File: src/rtl/mer_calc_log_pkg.sv
// Shared constants and elaboration-time helpers for the log-domain MER calculator.
// Holds the log2 mantissa LUT generator, the dB scale constant and the saturation limits.
package mer_calc_log_pkg;

  localparam int unsigned MER_K      = 49321;  // round(10*log10(2) * 2^14)
  localparam int unsigned MER_K_FRAC = 14;
  localparam int unsigned MER_K_W    = 17;     // signed width that holds MER_K

  function automatic int unsigned mer_shift(input int unsigned log_frac,
                                            input int unsigned out_frac);
    return log_frac + MER_K_FRAC - out_frac;
  endfunction

  function automatic int sat_max(input int unsigned out_w);
    return int'((longint'(1) <<< (out_w - 1)) - 1);
  endfunction

  function automatic int sat_min(input int unsigned out_w);
    return -sat_max(out_w) - 1;
  endfunction

  // round(2^log_frac * log2(1 + k/2^mant_bits)) by repeated squaring in Q30.
  function automatic int unsigned log2_lut_val(input int unsigned k,
                                               input int unsigned mant_bits,
                                               input int unsigned log_frac);
    logic [63:0] y;
    logic [63:0] bits;
    y    = ((64'(k) << 30) >> mant_bits) + (64'd1 << 30);
    bits = '0;
    for (int unsigned i = 0; i <= log_frac; i++) begin
      y    = (y * y) >> 30;
      bits = bits << 1;
      if (y >= (64'd2 << 30)) begin
        y    = y >> 1;
        bits = bits | 64'd1;
      end
    end
    return 32'((bits + 64'd1) >> 1);
  endfunction

endpackage

File: src/rtl/mer_calc_log_log2_approx.sv
// Fixed-point log2 approximation: registered leading-one position and mantissa,
// followed by a combinational mantissa LUT lookup.
module mer_calc_log_log2_approx
  import mer_calc_log_pkg::*;
#(
  parameter int unsigned PWR_W     = 18,
  parameter int unsigned MANT_BITS = 6,
  parameter int unsigned LOG_FRAC  = 8
) (
  input  logic                                 i_clk,
  input  logic                                 i_reset,
  input  logic                                 i_en,
  input  logic [PWR_W-1:0]                     i_x,
  output logic [$clog2(PWR_W)+LOG_FRAC-1:0]    o_log2_c
);

  localparam int unsigned P_W   = $clog2(PWR_W);
  localparam int unsigned LOG_W = P_W + LOG_FRAC;
  localparam int unsigned LUT_N = 2 ** MANT_BITS;

  int unsigned          w_pos;
  logic [MANT_BITS-1:0] w_mant;
  logic [LOG_FRAC:0]    w_lut [LUT_N];
  logic [P_W-1:0]       r_pos;
  logic [MANT_BITS-1:0] r_mant;

  for (genvar g = 0; g < LUT_N; g++) begin : g_lut
    assign w_lut[g] = (LOG_FRAC+1)'(log2_lut_val(g, MANT_BITS, LOG_FRAC));
  end

  // The leading one lands just above the mantissa field and is truncated away.
  always_comb begin
    w_pos = 0;
    for (int unsigned i = 0; i < PWR_W; i++) begin
      if (i_x[i]) w_pos = i;
    end
    if (w_pos >= MANT_BITS) w_mant = MANT_BITS'(i_x >> (w_pos - MANT_BITS));
    else                    w_mant = MANT_BITS'(i_x << (MANT_BITS - w_pos));
  end

  always_ff @(posedge i_clk) begin
    if (i_reset) begin
      r_pos  <= '0;
      r_mant <= '0;
    end else if (i_en) begin
      r_pos  <= P_W'(w_pos);
      r_mant <= w_mant;
    end
  end

  assign o_log2_c = {r_pos, LOG_FRAC'(0)} + LOG_W'(w_lut[r_mant]);

endmodule

File: src/rtl/mer_calc_log.sv
// MER in dB from mapper/error power via log2 difference, 4-stage pipeline,
// with saturation/error flags and running min-MER / error-count statistics.
module mer_calc_log
  import mer_calc_log_pkg::*;
#(
  parameter int unsigned PWR_W     = 18,
  parameter int unsigned MANT_BITS = 6,
  parameter int unsigned LOG_FRAC  = 8,
  parameter int unsigned OUT_W     = 12,
  parameter int unsigned OUT_FRAC  = 4,
  parameter int unsigned ERR_CNT_W = 16
) (
  input  logic                 clk,
  input  logic                 reset,
  input  logic                 clk_en,
  input  logic                 in_valid,
  input  logic [PWR_W-1:0]     mapper_power,
  input  logic [PWR_W-1:0]     error_power,
  input  logic                 stats_clear,
  output logic                 out_valid,
  output logic [OUT_W-1:0]     mer_db,
  output logic                 mer_err,
  output logic                 mer_sat,
  output logic [OUT_W-1:0]     mer_min,
  output logic [ERR_CNT_W-1:0] err_cnt
);

  localparam int unsigned LOG_W  = $clog2(PWR_W) + LOG_FRAC;
  localparam int unsigned DIFF_W = LOG_W + 1;
  localparam int unsigned PROD_W = DIFF_W + MER_K_W;
  localparam int unsigned SH     = mer_shift(LOG_FRAC, OUT_FRAC);

  localparam logic signed [PROD_W-1:0] K_P   = PROD_W'(MER_K);
  localparam logic signed [PROD_W-1:0] RND_P = PROD_W'(longint'(1) <<< (SH - 1));
  localparam logic signed [PROD_W-1:0] MAX_P = PROD_W'(sat_max(OUT_W));
  localparam logic signed [PROD_W-1:0] MIN_P = PROD_W'(sat_min(OUT_W));
  localparam logic [OUT_W-1:0]         MIN_RST = OUT_W'(sat_max(OUT_W));

  logic                     r_s1_valid, r_s1_err;
  logic [PWR_W-1:0]         r_s1_m, r_s1_e;
  logic                     r_s2_valid, r_s2_err;
  logic                     r_s3_valid, r_s3_err;
  logic signed [DIFF_W-1:0] r_s3_diff;

  logic [LOG_W-1:0]         w_log_m, w_log_e;
  logic signed [PROD_W-1:0] w_prod, w_rnd;
  logic                     w_hi, w_lo;
  logic [OUT_W-1:0]         w_db;
  logic                     w_sat;

  mer_calc_log_log2_approx #(
    .PWR_W(PWR_W), .MANT_BITS(MANT_BITS), .LOG_FRAC(LOG_FRAC)
  ) u_log_m (
    .i_clk(clk), .i_reset(reset), .i_en(clk_en), .i_x(r_s1_m), .o_log2_c(w_log_m)
  );

  mer_calc_log_log2_approx #(
    .PWR_W(PWR_W), .MANT_BITS(MANT_BITS), .LOG_FRAC(LOG_FRAC)
  ) u_log_e (
    .i_clk(clk), .i_reset(reset), .i_en(clk_en), .i_x(r_s1_e), .o_log2_c(w_log_e)
  );

  // Scale log2 difference to dB, round half up, then clip to the output range.
  always_comb begin
    w_prod = PROD_W'(r_s3_diff) * K_P;
    w_rnd  = (w_prod + RND_P) >>> SH;
    w_hi   = w_rnd > MAX_P;
    w_lo   = w_rnd < MIN_P;
    w_sat  = 1'b0;
    if (r_s3_err) begin
      w_db = '1;
    end else if (w_hi) begin
      w_db  = OUT_W'(MAX_P);
      w_sat = 1'b1;
    end else if (w_lo) begin
      w_db  = OUT_W'(MIN_P);
      w_sat = 1'b1;
    end else begin
      w_db = OUT_W'(w_rnd);
    end
  end

  always_ff @(posedge clk) begin
    if (reset) begin
      r_s1_valid <= 1'b0;
      r_s1_err   <= 1'b0;
      r_s1_m     <= '0;
      r_s1_e     <= '0;
      r_s2_valid <= 1'b0;
      r_s2_err   <= 1'b0;
      r_s3_valid <= 1'b0;
      r_s3_err   <= 1'b0;
      r_s3_diff  <= '0;
      out_valid  <= 1'b0;
      mer_db     <= '0;
      mer_err    <= 1'b0;
      mer_sat    <= 1'b0;
      mer_min    <= MIN_RST;
      err_cnt    <= '0;
    end else if (clk_en) begin
      r_s1_valid <= in_valid;
      r_s1_err   <= (mapper_power == '0) || (error_power == '0);
      r_s1_m     <= mapper_power;
      r_s1_e     <= error_power;
      r_s2_valid <= r_s1_valid;
      r_s2_err   <= r_s1_err;
      r_s3_valid <= r_s2_valid;
      r_s3_err   <= r_s2_err;
      r_s3_diff  <= DIFF_W'($signed({1'b0, w_log_m}) - $signed({1'b0, w_log_e}));
      out_valid  <= r_s3_valid;
      if (r_s3_valid) begin
        mer_db  <= w_db;
        mer_err <= r_s3_err;
        mer_sat <= w_sat;
      end
      // Statistics track the result being loaded this cycle; clear takes priority.
      if (stats_clear) begin
        mer_min <= MIN_RST;
        err_cnt <= '0;
      end else if (r_s3_valid) begin
        if (r_s3_err) begin
          if (err_cnt != '1) err_cnt <= err_cnt + ERR_CNT_W'(1);
        end else if ($signed(w_db) < $signed(mer_min)) begin
          mer_min <= w_db;
        end
      end
    end
  end

endmodule

File: config.mk
export PLATFORM = sky130hd
export DESIGN_NAME = mer_calc_log
export DESIGN_NICKNAME = d
export VERILOG_FILES = /design/src/rtl/mer_calc_log_pkg.sv /design/src/rtl/mer_calc_log_log2_approx.sv /design/src/rtl/mer_calc_log.sv
export SDC_FILE = /design/constraint.sdc
export NUM_CORES = 1
export LEC_CHECK = 0
export CAP_MARGIN = 30
export CORE_MARGIN = 3
export CORE_UTILIZATION = 66
export DETAILED_ROUTE_END_ITERATION = 10
export DONT_BUFFER_PORTS = 1
export PLACE_DENSITY = 0.93
export SETUP_SLACK_MARGIN = 0.1
export SLEW_MARGIN = 20
export SYNTH_ARGS = -nofsm -noshare
export SYNTH_HDL_FRONTEND = slang
export SYNTH_SLANG_ARGS = --single-unit
File: constraint.sdc
create_clock -name clk -period 9 [get_ports clk]
set_clock_uncertainty 0.15 [all_clocks]
set_input_delay 1.35 -clock clk [delete_from_list [all_inputs] [get_ports clk]]
set_output_delay 1.35 -clock clk [all_outputs]
set_load 0.005 [all_outputs]
==> results of run 1 <==
==> cells in the mapped netlist, types with 15 or more instances <==
library cell / n / area (um2)
fa_1: 37 / 741
xor2_1: 24 / 210
dfxtp_1: 121 / 2420
nor3_1: 32 / 160
xnor2_1: 15 / 131
nand3_1: 29 / 145
ha_1: 170 / 2130
o21ai_0: 75 / 375
nand2_1: 77 / 289
a211oi_1: 39 / 293
clkbuf_1: 46 / 173
inv_1: 170 / 638
nor2_1: 168 / 631
a21oi_1: 98 / 490
nor2b_1: 21 / 131
mux2i_1: 106 / 1060
==> sequential cells by signal, summed over array words and instances, names as in the netlist, 6 cells and up <==
name and count:
u_log_m.r_mant 6, mer_min 12, mer_db 12, err_cnt 16, r_s1_m 18, r_s1_e 18
r_s3_diff 14, u_log_e.r_mant 6
==> power groups by stage <==
| stage | clock (mW) | combinational, mW | sequential [mW] |
|---|---|---|---|
| finish | 0.714 | 2.68 | 0.680 |
| global route | 0.743 | 3.02 | 0.686 |
| CTS | 0.716 | 2.60 | 0.687 |
| detailed placement | 0 | 2.54 | 0.698 |
| global placement | 0 | 2.41 | 0.693 |
| floorplan | 0 | 2.08 | 0.638 |
==> what timing repair did <==
action,CTS,global route
buffers inserted,0,2
endpoints found under the setup margin,0,12
gates resized for setup,0,5
==> critical path: cells and delay by family (launching register included) <==
| family | cells | cell delay (ns) |
|---|---|---|
| muxes | 1 | 0.35 |
| adders and majority gates | 8 | 3.49 |
| and+or+nand+nor | 8 | 1.69 |
| buffers and inverters | 5 | 0.56 |
| DFF | 1 | 0.44 |
| AOI/OAI and AO/OA | 8 | 1.75 |
==> stage by stage <==
step | total power, mW | area (um2) | instances | utilization (%) | hold slack (ns)
after CTS | 4.00 | 12800 | 1690 | 70.5 | 0.325
final | 4.07 | 12900 | 1696 | 71.1 | 0.331
after detailed placement | 3.24 | 12200 | 1658 | 67.1 | 0.316
after global placement | 3.10 | 12200 | 1658 | 67.1 | 0.304
after floorplan | 2.72 | 12300 | 1507 | - | 0.293
after global routing | 4.45 | 12900 | 1696 | 71.1 | 0.355
==> logic make-up (layout without fill, tap and decap cells) <==
| logic type | Yosys count | count (layout) |
|---|---|---|
| buf+inv | 254 | 214 |
| flops | 121 | 121 |
| compound gates | 360 | 360 |
| mux | 115 | 115 |
| simple gates | 410 | 410 |
| xor+xnor | 40 | 40 |
| fa+ha+maj | 207 | 207 |
==> cell type report <==
type	count	share of cell area, %
Timing Repair Buffer	8	0.795
Clock inverter	10	1.09
Tap cell	229	2.22
Sequential cell	121	18.8
Inverter	174	5.10
Multi-Input combinational cell	1132	68.3
Clock buffer	22	3.68
==> per-layer routing <==
metal	track usage [%]	vias to the layer above
li1	-	5250
met1	37.8	5225
met2	49.1	497
met3	5.34	109
met4	10.9	0
met5	0	-
==> final timing paths <==
| check | to | slack, ns |
|---|---|---|
| hold / removal | u_log_e.r_pos[0] | 0.33 |
| setup reg to reg | mer_min[0] | 0.44 |
| setup / recovery | mer_min[0] | 0.44 |
| hold reg to reg | u_log_e.r_pos[0] | 0.33 |
==> results by group, run 1 <==
Run status
  – Status: finished clean

Timing
  – Fin worst setup slack: 0.444 ns
  – Fin. Hold Viols: 0
  – Period utilization: 95.1%
  – RSZ-0062 raised after global routing: no
  – Max-slew violations: 0
  – Setup TNS: 0 ns
  – Tightest Pin Transition: 0.988 ns
  – Crit path time final: 8.56 ns
  – Max_slew headroom: 34.1%
  – Final setup violation count: 0
  – Max Freq: 0.117 GHz

Finish
  – Ant diodes: 0
  – Synth-to-Final Area Change: 4.96%
  – Multi-input logic area: 8810 um2
  – Nets: 1702
  – FF+latch area: 2420 um2
  – Layout cells sized above 1: 5.59%
  – Leading cell types in the layout, fill and taps excluded: 170 x inv_1, 170 x ha_1, 167 x nor2_1
  – Filler Cell Count: 1265

Synth
  – Mean post-synth cell area: 8.15 um2
  – Asr flop ratio synth: 0%
  – Post-synth EDFFs: 0
  – Ys Warns: 0
  – Simple-Gate Fraction of Synth Area: 15.7%
  – XOR/XNOR share of the synthesized area: 2.91%
  – Yosys cell types: 85
  – Synth Flop Type: dfxtp_1
  – Post-synth net total: 1755
  – Post-synthesis compound-gate area fraction: 19.9%
  – Adder and majority gate portion of the synthesized area: 23.3%
  – Largest family of logic cells by synthesized area: adder cells
  – Yosys reg bits: 121
  – Post-synthesis mux area share: 9.67%
  – Share of the yosys chip area belonging to registers: 19.7%
  – Post-Syn Area: 12300 um2
  – Post-synthesis cell count: 1507

Worst setup path
  – Endpoint type of the worst setup path: flip-flop
  – CP max FO: 12
  – Required @ worst endpoint: 9.14 ns
  – Slowest stage delay, CP: 0.55 ns
  – Cell mode on critical path: fa_1
  – Critical path startpoint category: flip-flop
  – Slowest stage cell on the critical path: fa_1
  – CP arrival: 8.70 ns
  – R2R depth: 30
  – Setup crit start: r_s3_diff[12]
  – Crit Reg-Reg Startpoint: r_s3_diff[12]
  – CP Class: flip-flop to flip-flop

CTS
  – Hold buffers post-CTS: 0
  – CTS H-tree depth: 4
  – Num CTS Buffers: 17
  – CTS tree: done
  – Clk_lat worst skew: 0.43 ns
  – CTS max path bufs: 2
  – Reg clk slew, reported paths: 0.06 ns
  – CTS Sinks: 121
  – Clock Root Buffer: clkbuf_16

GRT
  – GRT Util Overall: 29.3%
  – Number of global-route vias before repair: 10417
  – Global-route wire length before repair: 50000 um
  – Total gr overflow: 0
  – Pin count of the biggest net entering global routing: 106
  – Initial antenna violation count: 0

Placed design
  – IO Port Bufs: 0
  – Gpl congestion: 0.972
  – Detailed placer's ending HPWL: 21400 um
  – Dpl ws: 0.650 ns

Pwr
  – Combinational power share: 65.8%
  – Clk pwr share: 17.5%
  – Sw power: 1.98 mW
  – Static leakage: 6.05 nW
  – Reg power frac: 16.7%
  – Net Sw Frac: 48.5%
  – Worst IR Drop VDD: 178 uV
  – Power Internal: 2.10 mW
  – Pwr Density: 316 nW/um2

Floorplan
  – I/O Pins: 84
  – Die height: 142 um
  – Core Footprint: 18100 um2
  – Die Area: 20300 um2
  – Die Wd: 142 um
  – Initial Utilization: 67.7%
  – Std-Cell Rows: 49

Routing
  – Met3 WL post-DR: 2130 um
  – DRT antenna net count: 0
  – Drt first pass iters: 5
  – Metal-1 WL: 12900 um
  – WL met2: 14600 um
  – Detailed Route WL: 30600 um
  – DR iter-0 viols: 765
  – Wire length per cell: 18.1 um
  – Max layer used: met4
  – DRC errors left: 0
  – Via count: 11081
  – Via-per-instance ratio: 6.53

Hold path
  – Hold Crit Class: flip-flop to flip-flop
  – Hold_sp: u_log_e.r_pos[0]
  – Hold path cells: 2

Flow run
  – Maxcap violations: 0
Note: power is estimated with default switching activity, not from simulation.
==> inputs of run 2 (changes only) <==
- CAP_MARGIN: 30 -> 10
==> results by group, run 2 (synthesis gave the netlist of run 1 again) <==
Run status
  – Status: finished clean

Timing
  – Max Freq: 0.117 GHz (+0.40%)
  – Fin. Hold Viols: 0 (unchanged)
  – Period utilization: 94.7% (-0.38 points)
  – RSZ-0062 raised after global routing: no
  – Setup TNS: 0 ns (unchanged)
  – Hold slack: 0.334 ns (+0.00277 ns)
  – Tightest Pin Transition: 1.04 ns (+0.0571 ns)
  – Max-slew violations: 0 (unchanged)
  – Crit path time final: 8.52 ns (-0.0343 ns)
  – Final setup violation count: 0 (unchanged)
  – Max_slew headroom: 30.3% (-3.8 points)

Routing
  – DRT antenna net count: 0 (unchanged)
  – Met3 WL post-DR: 2140 um (+0.42%)
  – Wire length per cell: 18.0 um (-0.37%)
  – Max layer used: met4
  – Via-per-instance ratio: 6.52 (-0.20%)
  – Detailed Route WL: 30400 um (-0.60%)
  – Drt first pass iters: 6 (+1)
  – WL met2: 14500 um (-0.42%)
  – Via count: 11033 (-0.43%)
  – Metal-1 WL: 12800 um (-0.65%)
  – DRC errors left: 0 (unchanged)
  – DR iter-0 viols: 802 (+4.8%)

CTS
  – CTS Sinks: 121 (unchanged)
  – Num CTS Buffers: 17 (unchanged)
  – Clk_lat worst skew: 0.43 ns (about the same)
  – CTS H-tree depth: 4 (unchanged)
  – CTS max path bufs: 2 (unchanged)
  – Reg clk slew, reported paths: 0.06 ns (about the same)
  – Hold buffers post-CTS: 0 (unchanged)
  – CTS tree: done
  – Clock Root Buffer: clkbuf_16

GRT
  – GRT Util Overall: 29.3% (unchanged)
  – Pin count of the biggest net entering global routing: 106 (unchanged)
  – Global-route wire length before repair: 50000 um (unchanged)
  – Total gr overflow: 0 (unchanged)
  – Initial antenna violation count: 0 (unchanged)
  – Number of global-route vias before repair: 10417 (unchanged)

Pwr
  – Worst IR Drop VDD: 178 uV (-0.16%)
  – Pwr Density: 316 nW/um2 (+0.15%)
  – Static leakage: 6.02 nW (-0.48%)

Hold path
  – Hold Crit Class: flip-flop to flip-flop

Worst setup path
  – Setup crit start: r_s3_diff[12]
  – Worst reg-to-reg setup slack: 0.48 ns (+0.03 ns)
  – R2R depth: 30 (unchanged)
  – CP Capture Point: mer_min[0]
  – Slowest stage delay, CP: 0.55 ns (about the same)
  – CP arrival: 8.67 ns (-0.03 ns)
  – CP max FO: 12 (unchanged)
  – Cell mode on critical path: fa_1
  – Endpoint type of the worst setup path: flip-flop
  – CP Class: flip-flop to flip-flop
  – Required @ worst endpoint: 9.15 ns (about the same)
  – Crit Reg-Reg Startpoint: r_s3_diff[12]
  – Critical path startpoint category: flip-flop
  – Slowest stage cell on the critical path: fa_1
  – R2R Path End: mer_min[0]

Flow run
  – Maxcap violations: 0 (unchanged)

Floorplan
  – Std-Cell Rows: 49 (unchanged)
  – Core Footprint: 18100 um2 (unchanged)
  – Initial Utilization: 67.7% (unchanged)
  – I/O Pins: 84 (unchanged)
  – Die Wd: 142 um (unchanged)
  – Die Area: 20300 um2 (unchanged)
  – Die height: 142 um (unchanged)

Placed design
  – Gpl congestion: 0.972 (unchanged)
  – Detailed placer's ending HPWL: 21400 um (unchanged)
  – IO Port Bufs: 0 (unchanged)

Finish
  – Synth-to-Final Area Change: 4.47%
  – Nets: 1698 (-0.24%)
  – Layout cells sized above 1: 5.33% (-0.26 points)
  – Leading cell types in the layout, fill and taps excluded: 170 x inv_1, 170 x ha_1, 167 x nor2_1
  – Top flop regs: r_s1_e x18, r_s1_m x18, err_cnt x16
  – Filler Cell Count: 1278 (+1.0%)
  – Ant diodes: 0 (unchanged)
-- run 2: cell count changes in the layout (fill, tap and decap cells not counted) --
cell   change
buf_8      -4
-- run 2: power by group --
| group | switching [mW] | internal [mW] | total [mW] |
|---|---|---|---|
| clock network | 0.258 | 0.458 | 0.715 |
| registers | 0.110 | 0.580 | 0.690 |
| logic | 1.60 | 1.05 | 2.65 |
| total | 1.97 | 2.09 | 4.06 |
-- run 2: per-layer routing --
| metal | global-route usage (%) | vias to the layer above |
|---|---|---|
| li1 | - | 5235 |
| met1 | 37.8 | 5181 |
| met2 | 49.1 | 509 |
| met3 | 5.34 | 108 |
| met4 | 10.9 | 0 |
| met5 | 0 | - |
-- run 2: how the worst min path moves through the flow --
| stage | to | slack (ns) | startpoint | depth (start not counted) |
|---|---|---|---|---|
| 2_1_floorplan | u_log_e.r_pos[0] | 0.29 | u_log_e.r_pos[0] | 2 |
| 3_3_place_gp | u_log_e.r_pos[0] | 0.30 | u_log_e.r_pos[0] | 2 |
| 3_5_place_dp | u_log_e.r_pos[0] | 0.32 | u_log_e.r_pos[0] | 2 |
| 4_1_cts | u_log_e.r_pos[0] | 0.33 | u_log_e.r_pos[0] | 2 |
| 5_1_grt | u_log_e.r_pos[0] | 0.36 | u_log_e.r_pos[0] | 2 |
| 6_report | u_log_e.r_pos[0] | 0.33 | u_log_e.r_pos[0] | 2 |
-- run 2: worst max-delay path: cells and delay by family (launching register included) --
family / cells / cell delay, ns
adder cells (fa/ha/maj): 8 / 3.49
AO/OA/AOI/OAI: 8 / 1.73
AND/OR/NAND/NOR: 8 / 1.66
buffers and inverters: 5 / 0.56
flip-flops: 1 / 0.44
multiplexers: 1 / 0.35
-- run 2: cell type report --
class | instances | area [um2] | share of cell area, %
Inverter | 174 | 658 | 5.13
Tap cell | 229 | 287 | 2.23
Timing Repair Buffer | 4 | 42.5 | 0.331
Clock inverter | 10 | 140 | 1.09
Sequential cell | 121 | 2420 | 18.9
Clock buffer | 22 | 474 | 3.69
Multi-Input combinational cell | 1132 | 8810 | 68.6
-- run 2: repair_timing --
item,CTS,global route
endpoints found under the setup margin,0,12
resized for setup,0,5
buffers inserted,0,2
-- run 2: through the flow --
| step | instances | worst slack [ns] | total power [mW] | util, % | cell area, um2 |
|---|---|---|---|---|---|
| floorplan | 1507 | 1.40 | 2.72 | - | 12300 |
| global placement | 1658 | 0.604 | 3.10 | 67.1 | 12200 |
| detailed placement | 1658 | 0.650 | 3.24 | 67.1 | 12200 |
| CTS | 1690 | 0.497 | 4.00 | 70.5 | 12800 |
| global route | 1692 | 0.110 | 4.45 | 70.7 | 12800 |
| finish | 1692 | 0.478 | 4.06 | 70.7 | 12800 |
